<file path="config.mk">
export PLATFORM = sky130hd
export DESIGN_NAME = cpu_trace_buf
export DESIGN_NICKNAME = d
export VERILOG_FILES = /design/src/rtl/cpu_trace_pkg.sv /design/src/rtl/cpu_trace_ram.sv /design/src/rtl/cpu_trace_buf.sv
export SDC_FILE = /design/constraint.sdc
export NUM_CORES = 2
export LEC_CHECK = 0
export ABC_AREA = 1
export CAP_MARGIN = 20
export CORE_MARGIN = 3
export CORE_UTILIZATION = 57
export DETAILED_ROUTE_END_ITERATION = 16
export PLACE_DENSITY_LB_ADDON = 0.12
export RECOVER_POWER = 100
export SYNTH_ARGS = -nofsm -noshare
export SYNTH_HDL_FRONTEND = slang
export SYNTH_HIERARCHICAL = 1
export SYNTH_SLANG_ARGS = --single-unit
export TNS_END_PERCENT = 100
</file>
<file path="constraint.sdc">
create_clock -name clk -period 7 [get_ports clk]
set_input_delay 0.7 -clock clk [delete_from_list [all_inputs] [get_ports clk]]
set_output_delay 0.7 -clock clk [all_outputs]
set_load 0.01 [all_outputs]
</file>
<file path="src/rtl/cpu_trace_pkg.sv">
// Shared state encoding and entry-width helper for the CPU pipeline trace buffer.
// Entry layout, MSB first: {timestamp, stall, push, data}.
package cpu_trace_pkg;

    typedef enum logic [1:0] {
        IDLE  = 2'd0,
        ARMED = 2'd1,
        POST  = 2'd2,
        DONE  = 2'd3
    } trace_state_t;

    localparam int unsigned FLAG_W = 2;

    function automatic int unsigned entry_w(int unsigned data_w, int unsigned ts_w);
        return ts_w + FLAG_W + data_w;
    endfunction

endpackage

</file>
<file path="src/rtl/cpu_trace_ram.sv">
// DEPTH x WIDTH simple dual-port trace RAM: one write port and a registered read
// port with 1-cycle latency. Only the read register is reset.
module cpu_trace_ram #(
    parameter int unsigned DEPTH = 64,
    parameter int unsigned WIDTH = 53
) (
    input  logic                     clk,
    input  logic                     rst_b,
    input  logic                     we,
    input  logic [$clog2(DEPTH)-1:0] waddr,
    input  logic [WIDTH-1:0]         wdata,
    input  logic                     re,
    input  logic [$clog2(DEPTH)-1:0] raddr,
    output logic [WIDTH-1:0]         rdata
);

    logic [WIDTH-1:0] mem [DEPTH];

    always_ff @(posedge clk) begin
        if (we) begin
            mem[waddr] <= wdata;
        end
    end

    // Read data holds its last value between pops.
    always_ff @(posedge clk or negedge rst_b) begin
        if (!rst_b) begin
            rdata <= '0;
        end else if (re) begin
            rdata <= mem[raddr];
        end
    end

endmodule

</file>
<file path="src/rtl/cpu_trace_buf.sv">
// Pipeline trace recorder: timestamped stall-transition / stack-push capture into a
// circular RAM with arm/trigger control and pop readout. Define CPU_TRACE_DISPLAY_EN for sim logging.
module cpu_trace_buf
    import cpu_trace_pkg::*;
#(
    parameter int unsigned DATA_W    = 35,
    parameter int unsigned DEPTH     = 64,
    parameter int unsigned TS_W      = 16,
    parameter int unsigned POST_TRIG = 8
) (
    input  logic                     clk,
    input  logic                     rst_b,
    input  logic                     stall_2a,
    input  logic                     st__push_5a,
    input  logic [DATA_W-1:0]        st__to_push_5a,
    input  logic                     arm,
    input  logic                     trig,
    input  logic                     mode_wrap,
    input  logic                     rd_en,
    output logic                     rd_valid,
    output logic [TS_W+2+DATA_W-1:0] rd_data,
    output logic [$clog2(DEPTH):0]   count,
    output logic [1:0]               state,
    output logic                     overflow,
    output logic [TS_W-1:0]          stall_cnt
);

    localparam int unsigned AW = $clog2(DEPTH);
    localparam int unsigned CW = AW + 1;
    localparam int unsigned EW = entry_w(DATA_W, TS_W);

    trace_state_t   st;
    logic [AW-1:0]  wr_ptr;
    logic [AW-1:0]  rd_ptr;
    logic [CW-1:0]  post_cnt;
    logic [TS_W-1:0] ts;
    logic           stall_q;
    logic           wrap_q;

    logic           recording;
    logic           cap_evt;
    logic           full;
    logic           wr_en;
    logic           pop;
    logic [EW-1:0]  entry;

    // arm dominates: nothing is captured or popped in the cycle the buffer is cleared.
    assign recording = (st == ARMED) || (st == POST);
    assign cap_evt   = recording && !arm && (st__push_5a || (stall_2a != stall_q));
    assign full      = (count == CW'(DEPTH));
    assign wr_en     = cap_evt && (!full || wrap_q);
    assign pop       = (st == DONE) && rd_en && !arm && (count != '0);
    assign entry     = {ts, stall_2a, st__push_5a, st__to_push_5a};
    assign state     = st;

    cpu_trace_ram #(
        .DEPTH (DEPTH),
        .WIDTH (EW)
    ) u_ram (
        .clk   (clk),
        .rst_b (rst_b),
        .we    (wr_en),
        .waddr (wr_ptr),
        .wdata (entry),
        .re    (pop),
        .raddr (rd_ptr),
        .rdata (rd_data)
    );

    always_ff @(posedge clk or negedge rst_b) begin
        if (!rst_b) begin
            st        <= IDLE;
            wr_ptr    <= '0;
            rd_ptr    <= '0;
            count     <= '0;
            post_cnt  <= '0;
            ts        <= '0;
            stall_q   <= 1'b0;
            wrap_q    <= 1'b0;
            rd_valid  <= 1'b0;
            overflow  <= 1'b0;
            stall_cnt <= '0;
        end else begin
            ts       <= ts + TS_W'(1);
            stall_q  <= stall_2a;
            rd_valid <= pop;

            if (arm) begin
                st        <= ARMED;
                wr_ptr    <= '0;
                rd_ptr    <= '0;
                count     <= '0;
                post_cnt  <= '0;
                overflow  <= 1'b0;
                stall_cnt <= '0;
                wrap_q    <= mode_wrap;
            end else begin
                if (recording && stall_2a && (stall_cnt != '1)) begin
                    stall_cnt <= stall_cnt + TS_W'(1);
                end

                // A write into a full wrapping buffer retires the oldest entry instead of growing.
                if (wr_en) begin
                    wr_ptr <= wr_ptr + AW'(1);
                    if (full) begin
                        rd_ptr   <= rd_ptr + AW'(1);
                        overflow <= 1'b1;
                    end else begin
                        count <= count + CW'(1);
                    end
                end

                if (pop) begin
                    rd_ptr <= rd_ptr + AW'(1);
                    count  <= count - CW'(1);
                end

                unique case (st)
                    IDLE: ;
                    ARMED: begin
                        if (cap_evt && full && !wrap_q) begin
                            st <= DONE;
                        end else if (trig) begin
                            if (POST_TRIG == 0) begin
                                st <= DONE;
                            end else begin
                                st       <= POST;
                                post_cnt <= CW'(POST_TRIG);
                            end
                        end
                    end
                    POST: begin
                        if (cap_evt && full && !wrap_q) begin
                            st <= DONE;
                        end else if (cap_evt) begin
                            post_cnt <= post_cnt - CW'(1);
                            if (post_cnt == CW'(1)) begin
                                st <= DONE;
                            end
                        end
                    end
                    DONE: begin
                        if (pop && (count == CW'(1))) begin
                            st <= IDLE;
                        end
                    end
                    default: st <= IDLE;
                endcase
            end
        end
    end

`ifdef CPU_TRACE_DISPLAY_EN
    trace_state_t st_seen;

    always_ff @(posedge clk) begin
        st_seen <= st;
        if (st_seen != st) begin
            $display("[%0t] ==== cpu_trace_buf state %s -> %s ====", $time, st_seen.name(), st.name());
        end
        if (wr_en) begin
            $display("[%0t] trace capture ts=%0d stall=%b push=%b data=%h",
                     $time, ts, stall_2a, st__push_5a, st__to_push_5a);
        end
        if (rd_valid) begin
            $display("[%0t] trace pop ts=%0d stall=%b push=%b data=%h", $time,
                     rd_data[EW-1 -: TS_W], rd_data[DATA_W+1], rd_data[DATA_W], rd_data[DATA_W-1:0]);
        end
    end
`endif

endmodule

</file>
Word-level counts from Yosys, hierarchy flattened
Memory sizes are Yosys's and may differ from the RTL's. A register that Yosys moved wholly into a read port is not among the register bits.
Cells that the tools add are included.
{ "classes": {"reduce_logical": 31, "mux": 31, "addsub": 7, "eq_ne": 17} }
{ "op_table": {"columns": ["operator", "count"], "rows": [
  ["$mux 7", 9],
  ["$mux 6", 6],
  ["$add 16x1->16 const B", 2],
  ["$mux 16", 2],
  ["$ne 16x16->1 const B", 1],
  ["$eq 7x1->1 const B", 2],
  ["$mux 2", 7],
  ["$pmux 7 s2", 1],
  ["$sub 7x1->7 const B", 2],
  ["$add 6x1->6 const B", 2],
  ["$ne 3x3->1 const B", 4],
  ["$logic_and 1x1->1", 11],
  ["$reduce_and 5->1", 2],
  ["$reduce_bool 3->1", 3],
  ["$ne 4x3->1 const B", 2],
  ["$add 7x1->7 const B", 1],
  ["$eq 7x7->1 const B", 1],
  ["$reduce_bool 7->1", 1],
  ["$ne 3x2->1 const B", 2],
  ["$pmux 2 s3", 1],
  ["$reduce_and 2->1", 3],
  ["$reduce_bool 2->1", 3],
  ["$mux 1", 5],
  ["$eq 2x2->1 const B", 2],
  ["6 further kinds", 11]
]} }
{ "word_totals": {"reg_bits": 64, "memories": 1, "ram_bits": 3392, "out_inout_bits": 80, "elab_cells": 98} }
{ "memory_table": {"columns": ["memory", "depth", "width", "rd", "rd_ports_with_merged_regs", "write_ports", "line_no", "rtl"], "rows": [
  ["u_ram.mem", 64, 53, 1, 1, 1, "cpu_trace_ram.sv:17", "logic [WIDTH-1:0] mem [DEPTH];"]
]} }

Longest topological paths before layout
{ "logic_depth": {"depth_word": 9, "depth_mapped": 13, "ltp_nobuf": 11} }

Hierarchy
The synthesis kept the hierarchy.
{ "modules_own_cells": {"columns": ["module", "instances", "cells_each", "area_per_inst_um2", "seq_area_each_um2"], "rows": [
  ["cpu_trace_ram", 1, 11129, 137842.2, 103184.0],
  ["cpu_trace_buf", 1, 499, 3893.7, 1601.5]
]} }

Worst setup path after synthesis
No wires, ideal clock.
{ "synth_path": {"path_kind": "flip-flop to flip-flop", "startpoint": "register count[0]", "endpoint": "memory u_ram.mem[48][0] (enable)", "slack_ns": -0.474, "setup_ns": 0.597, "required_ns": 6.403, "stages_incl_launch_ff": 11, "synth_period_minus_slack_ns": 7.474, "t_arrival_ns": 6.878, "n_path_buf": 1, "path_cell_list": "dfrtp_1 inv_1 ha_1 nand2_4 inv_2 nand2_2 nor2_4 nor2_1 clkbuf_1 nand4_1 nor4_1"} }
{ "synth_via": {"elab_chain_len": 6} }
{ "synth_lines": {"columns": ["item", "line_no", "rtl"], "rows": [
  ["from (decl)", "cpu_trace_buf.sv:22", "output logic [$clog2(DEPTH):0] count,"],
  ["from (signal assigned)", "cpu_trace_buf.sv:109", "count <= count + CW'(1);"],
  ["from (signal assigned)", "cpu_trace_buf.sv:115", "count <= count - CW'(1);"],
  ["$eq 7x7->1", "cpu_trace_buf.sv:50", "assign full = (count == CW'(DEPTH));"],
  ["$logic_not 1->1", "cpu_trace_buf.sv:51", "assign wr_en = cap_evt && (!full || wrap_q);"],
  ["$logic_or 1x1->1", "cpu_trace_buf.sv:51", null],
  ["$logic_and 1x1->1", "cpu_trace_buf.sv:51", null],
  ["named net wr_en", "cpu_trace_buf.sv:43", "logic wr_en;"],
  ["$mux 1", "cpu_trace_ram.sv:20", "if (we) begin"],
  ["$mux 1 (implied by the code)", "cpu_trace_ram.sv:21", "mem[waddr] <= wdata;"],
  ["to (decl)", "cpu_trace_ram.sv:17", null]
]} }
The timed path passes the listed nets, and every way through them passes these cells.

Worst setup path in the final report
{ "layout_path": {"startpoint": "input arm", "endpoint": "memory u_ram.mem[39][49] (enable)"} }
{ "layout_via": {"elab_chain_len": 6} }
{ "layout_lines": {"columns": ["item", "line_no", "rtl"], "rows": [
  ["from (decl)", "cpu_trace_buf.sv:16", "input logic arm,"],
  ["$logic_not 1->1", "cpu_trace_buf.sv:49", "assign cap_evt = recording && !arm && (st__push_5a || (stall_2a != stall_q));"],
  ["$logic_and 1x1->1 (2 in a row)", "cpu_trace_buf.sv:49", null],
  ["$logic_and 1x1->1", "cpu_trace_buf.sv:51", null],
  ["named net wr_en", "cpu_trace_buf.sv:43", null],
  ["$mux 1", "cpu_trace_ram.sv:20", null],
  ["$mux 1 (implied by the code)", "cpu_trace_ram.sv:21", null]
]} }
The timed path passes the listed nets, and every way through them passes these cells.

==> results_dict.tcl <==
set metrics [dict create \
    num_vias 95180 \
    syn-num-nets 11685 \
    async_flop_share 0.0333 \
    place_hpwl_um 229000 \
    swShare 0.277 \
    final_util 0.633 \
    coreArea_um2 247000 \
    ir_drop_v 0.000310 \
    worstPathCellList "dlygate4sd3_1 > clkbuf_1 > nor2_1 > nand2_1 > nor2_1 > clkbuf_1 > nand4_1 > clkbuf_1 > nor2_4 > clkbuf_1" \
    maxSlewHeadroom -1.87 \
    worst_slew_pin_slew_ns 4.31 \
    syn_area_per_cell_um2 12.2 \
    drt_wl_total_um 423000 \
    grt_max_degree 211 \
    yosys_most_used_dff "edfxtp_1" \
    insertion_delay_ns 0.99 \
    fin_ws_ns 1.74 \
    post_drt_wl_per_cell_um 27.8 \
    cts-root-buf "clkbuf_16" \
    yosysTopAreaCellShare 0.719 \
    synth_cells 11628 \
    rows 182 \
    synth_common_cells "nand2_1, nand3_1, edfxtp_1" \
    clockBufferDepth 4 \
    io-pin-count 123 \
    htree_num_levels 5 \
    fin_tns_setup_ns 0 \
    yosysSeqAreaShare 0.739 \
    grt_pass1_vias 89204 \
    total_power_mw 50.3 \
    synth_edf_count 3392 \
    gp_congestion 0.890 \
    endpoint_kind "register" \
    max_freq_mhz 190 \
    synthesis.area_um2 142000 \
    yosys.cell_types.count 39 \
    drive_above_1_share 0.0599 \
    outcome "finished with violations" \
    vias_per_cell 6.25 \
    dpl_cell_area_um2 145000 \
    rsz0062_at_grt "false" \
    syn_to_final_growth_pct 10.1 \
    synth-seq-cells 3509 \
    post-place-ws_ns 2.57 \
    cts_tree "done" \
    cts.clk_slew.worst_paths_ns 0.06 \
    die_area_um2 255000 \
    die_h_um 505 \
    post_cts_buffers 0 \
    power_frac_seq 0.471 \
    hold_viol 0 \
    period_share 0.751 \
    ant_nets 0 \
    numCtsBuffers 367 \
    path_max_fanout 32 \
    cellInternalPower_mw 36.4 \
    maxCapViolCount 139 \
    cp.arrival_ns 5.76 \
    drt_iter0_drc 13837 \
    timing.critical_path.required_ns 7.51 \
    leakagePower_nw 55.0 \
    max_stage_delay_ns 1.90 \
    min_period_ns 5.26 \
    synth_top_cells_by_area "edfxtp_1, nand3_1, nand2_1" \
    start_util 0.575 \
    finalSetupViolations 0 \
    yosys.area.top_type "edfxtp_1" \
    violations "capacitance limit, slew limit" \
    route.detailed.drc 0 \
    p_per_area_nw_per_um2 322 \
    critPathKind "in2reg" \
    nets 11675 \
    p_clk_frac 0.372 \
    crit_slowest_cell "clkbuf_1" \
    skew_ns 0.0546 \
    p_comb_frac 0.157 \
    grtUsageTotal 0.327 \
    io_buffers 122 \
    yosysMostFrequentCell "nand2_1" \
    grt_pass1_wl_um 613000 \
    yosysWarnings 6 \
    p_sw_mw 13.9 \
    antenna_found_initial 22 \
    die_w_um 505 \
    clock-sinks 3509 \
    hold_path_class "in2reg" \
    gr-total-overflow 0 \
    finalInstanceArea_um2 156000 \
    firstDrtPassIters 6 \
    final_max_slew_viol_count 5853 \
    worstSetupStartpointType "input pin" \
    crit_top_cell "clkbuf_1" \
]
==> cell type report <==
type                            instances  area (um2)
Antenna cell                           11        27.5
Clock inverter                        151        1400
Tap cell                             3312        4140
Sequential cell                      3509      105000
Multi-Input combinational cell       7293       32500
Fill cell                           18780       90500
Inverter                               60         273
Clock buffer                          497        9990
Timing Repair Buffer                  387        2900
==> kinds of logic (layout without fill, tap and decap cells) <==
family,count (synthesis),after routing,share of synthesized area
AOI/OAI and AO/OA,36,36,0.00139
buffers and inverters,826,1095,0.0333
xor gates and xnor gates,33,33,0.00204
and+or+nand+nor,7210,7210,0.223
DFF,3509,3509,0.739
adders and majority gates,14,14,0.00124
other,0,11,0
==> routing by layer <==
metal	vias to the layer above	wire, um	track usage
met3	819	53200	0.0775
met2	5761	190000	0.493
met5	-	57	0
li1	41479	-	-
met4	8	17800	0.122
met1	47113	162000	0.467
==> flip-flops by register name, summed over array words and instances (netlist names) <==
| name | cells |
|---|---|
| wrap_q | 1 |
| count | 7 |
| overflow | 1 |
| stall_q | 1 |
| ts | 16 |
| u_ram/mem | 3392 |
| wr_ptr | 6 |
| u_ram/rdata | 53 |
| rd_ptr | 6 |
| stall_cnt | 16 |
| state | 2 |
| rd_valid | 1 |
| post_cnt | 7 |
==> placed cells by master (no fill, tap or decap), types with 3 or more instances in the layout <==
cell             count
nand2_1           3641
nand3_1           3402
edfxtp_1          3392
clkbuf_16          373
clkbuf_1           241
dfrtp_1            110
buf_4               98
dlygate4sd3_1       90
clkinv_1            64
nor2_1              51
inv_1               50
nor2_4              49
clkinv_2            49
nand4_1             36
buf_12              28
bufinv_16           26
o21ai_0             23
xor2_1              21
clkbuf_8            19
clkbuf_2            17
ha_1                14
buf_2               14
xnor2_1             12
diode_2             11
nor4_1              10
nor3_1               9
clkinvlp_4           8
a21oi_1              6
dfrtp_4              6
o31ai_1              3
inv_6                3
clkdlybuf4s50_1      3
inv_8                3
==> metrics by stage <==
| step | instances | hold slack, ns |
|---|---|---|
| finish | 15220 | 0.225 |
| global route | 15213 | 0.246 |
| CTS | 15207 | 0.0550 |
| detailed placement | 14558 | 0.478 |
| global placement | 14558 | 0.469 |
| floorplan | 11628 | 0.404 |
==> power groups by stage <==
| stage | sequential (mW) | combinational [mW] | clock, mW |
|---|---|---|---|
| floorplan | 23.9 | 5.21 | 0 |
| global placement | 24.1 | 7.78 | 0 |
| detailed placement | 24.1 | 7.86 | 0 |
| CTS | 23.7 | 7.89 | 18.9 |
| global route | 23.7 | 8.56 | 19.7 |
| finish | 23.7 | 7.92 | 18.7 |
==> what timing repair did <==
item | in CTS | in global routing
endpoints found under the hold margin | 61 | 0
hold buffers | 1 | 0
endpoints found under the setup margin | 0 | 0
resized for setup | 0 | 0
==> final timing paths <==
| check | start | endpoint | slack, ns | depth (start not counted) |
|---|---|---|---|---|
| max reg2reg | state[0] | u_ram/mem[39][49] | 1.75 | 10 |
| min reg2reg | ts[15] | ts[15] | 0.48 | 1 |
| min in group asynchronous | rst_b | stall_cnt[8] | 0.35 | 2 |
| max | arm | u_ram/mem[39][49] | 1.74 | 10 |
| min | st__to_push_5a[23] | u_ram/mem[61][23] | 0.22 | 1 |
| max in group asynchronous | rst_b | u_ram/rdata[1] | 2.02 | 4 |
==> critical path, delay by kind of cell <==
family,cells,cell delay (ns)
buffers and inverters,5,4.03
AND/OR/NAND/NOR,5,0.97
(Power assumes the default switching activity.)
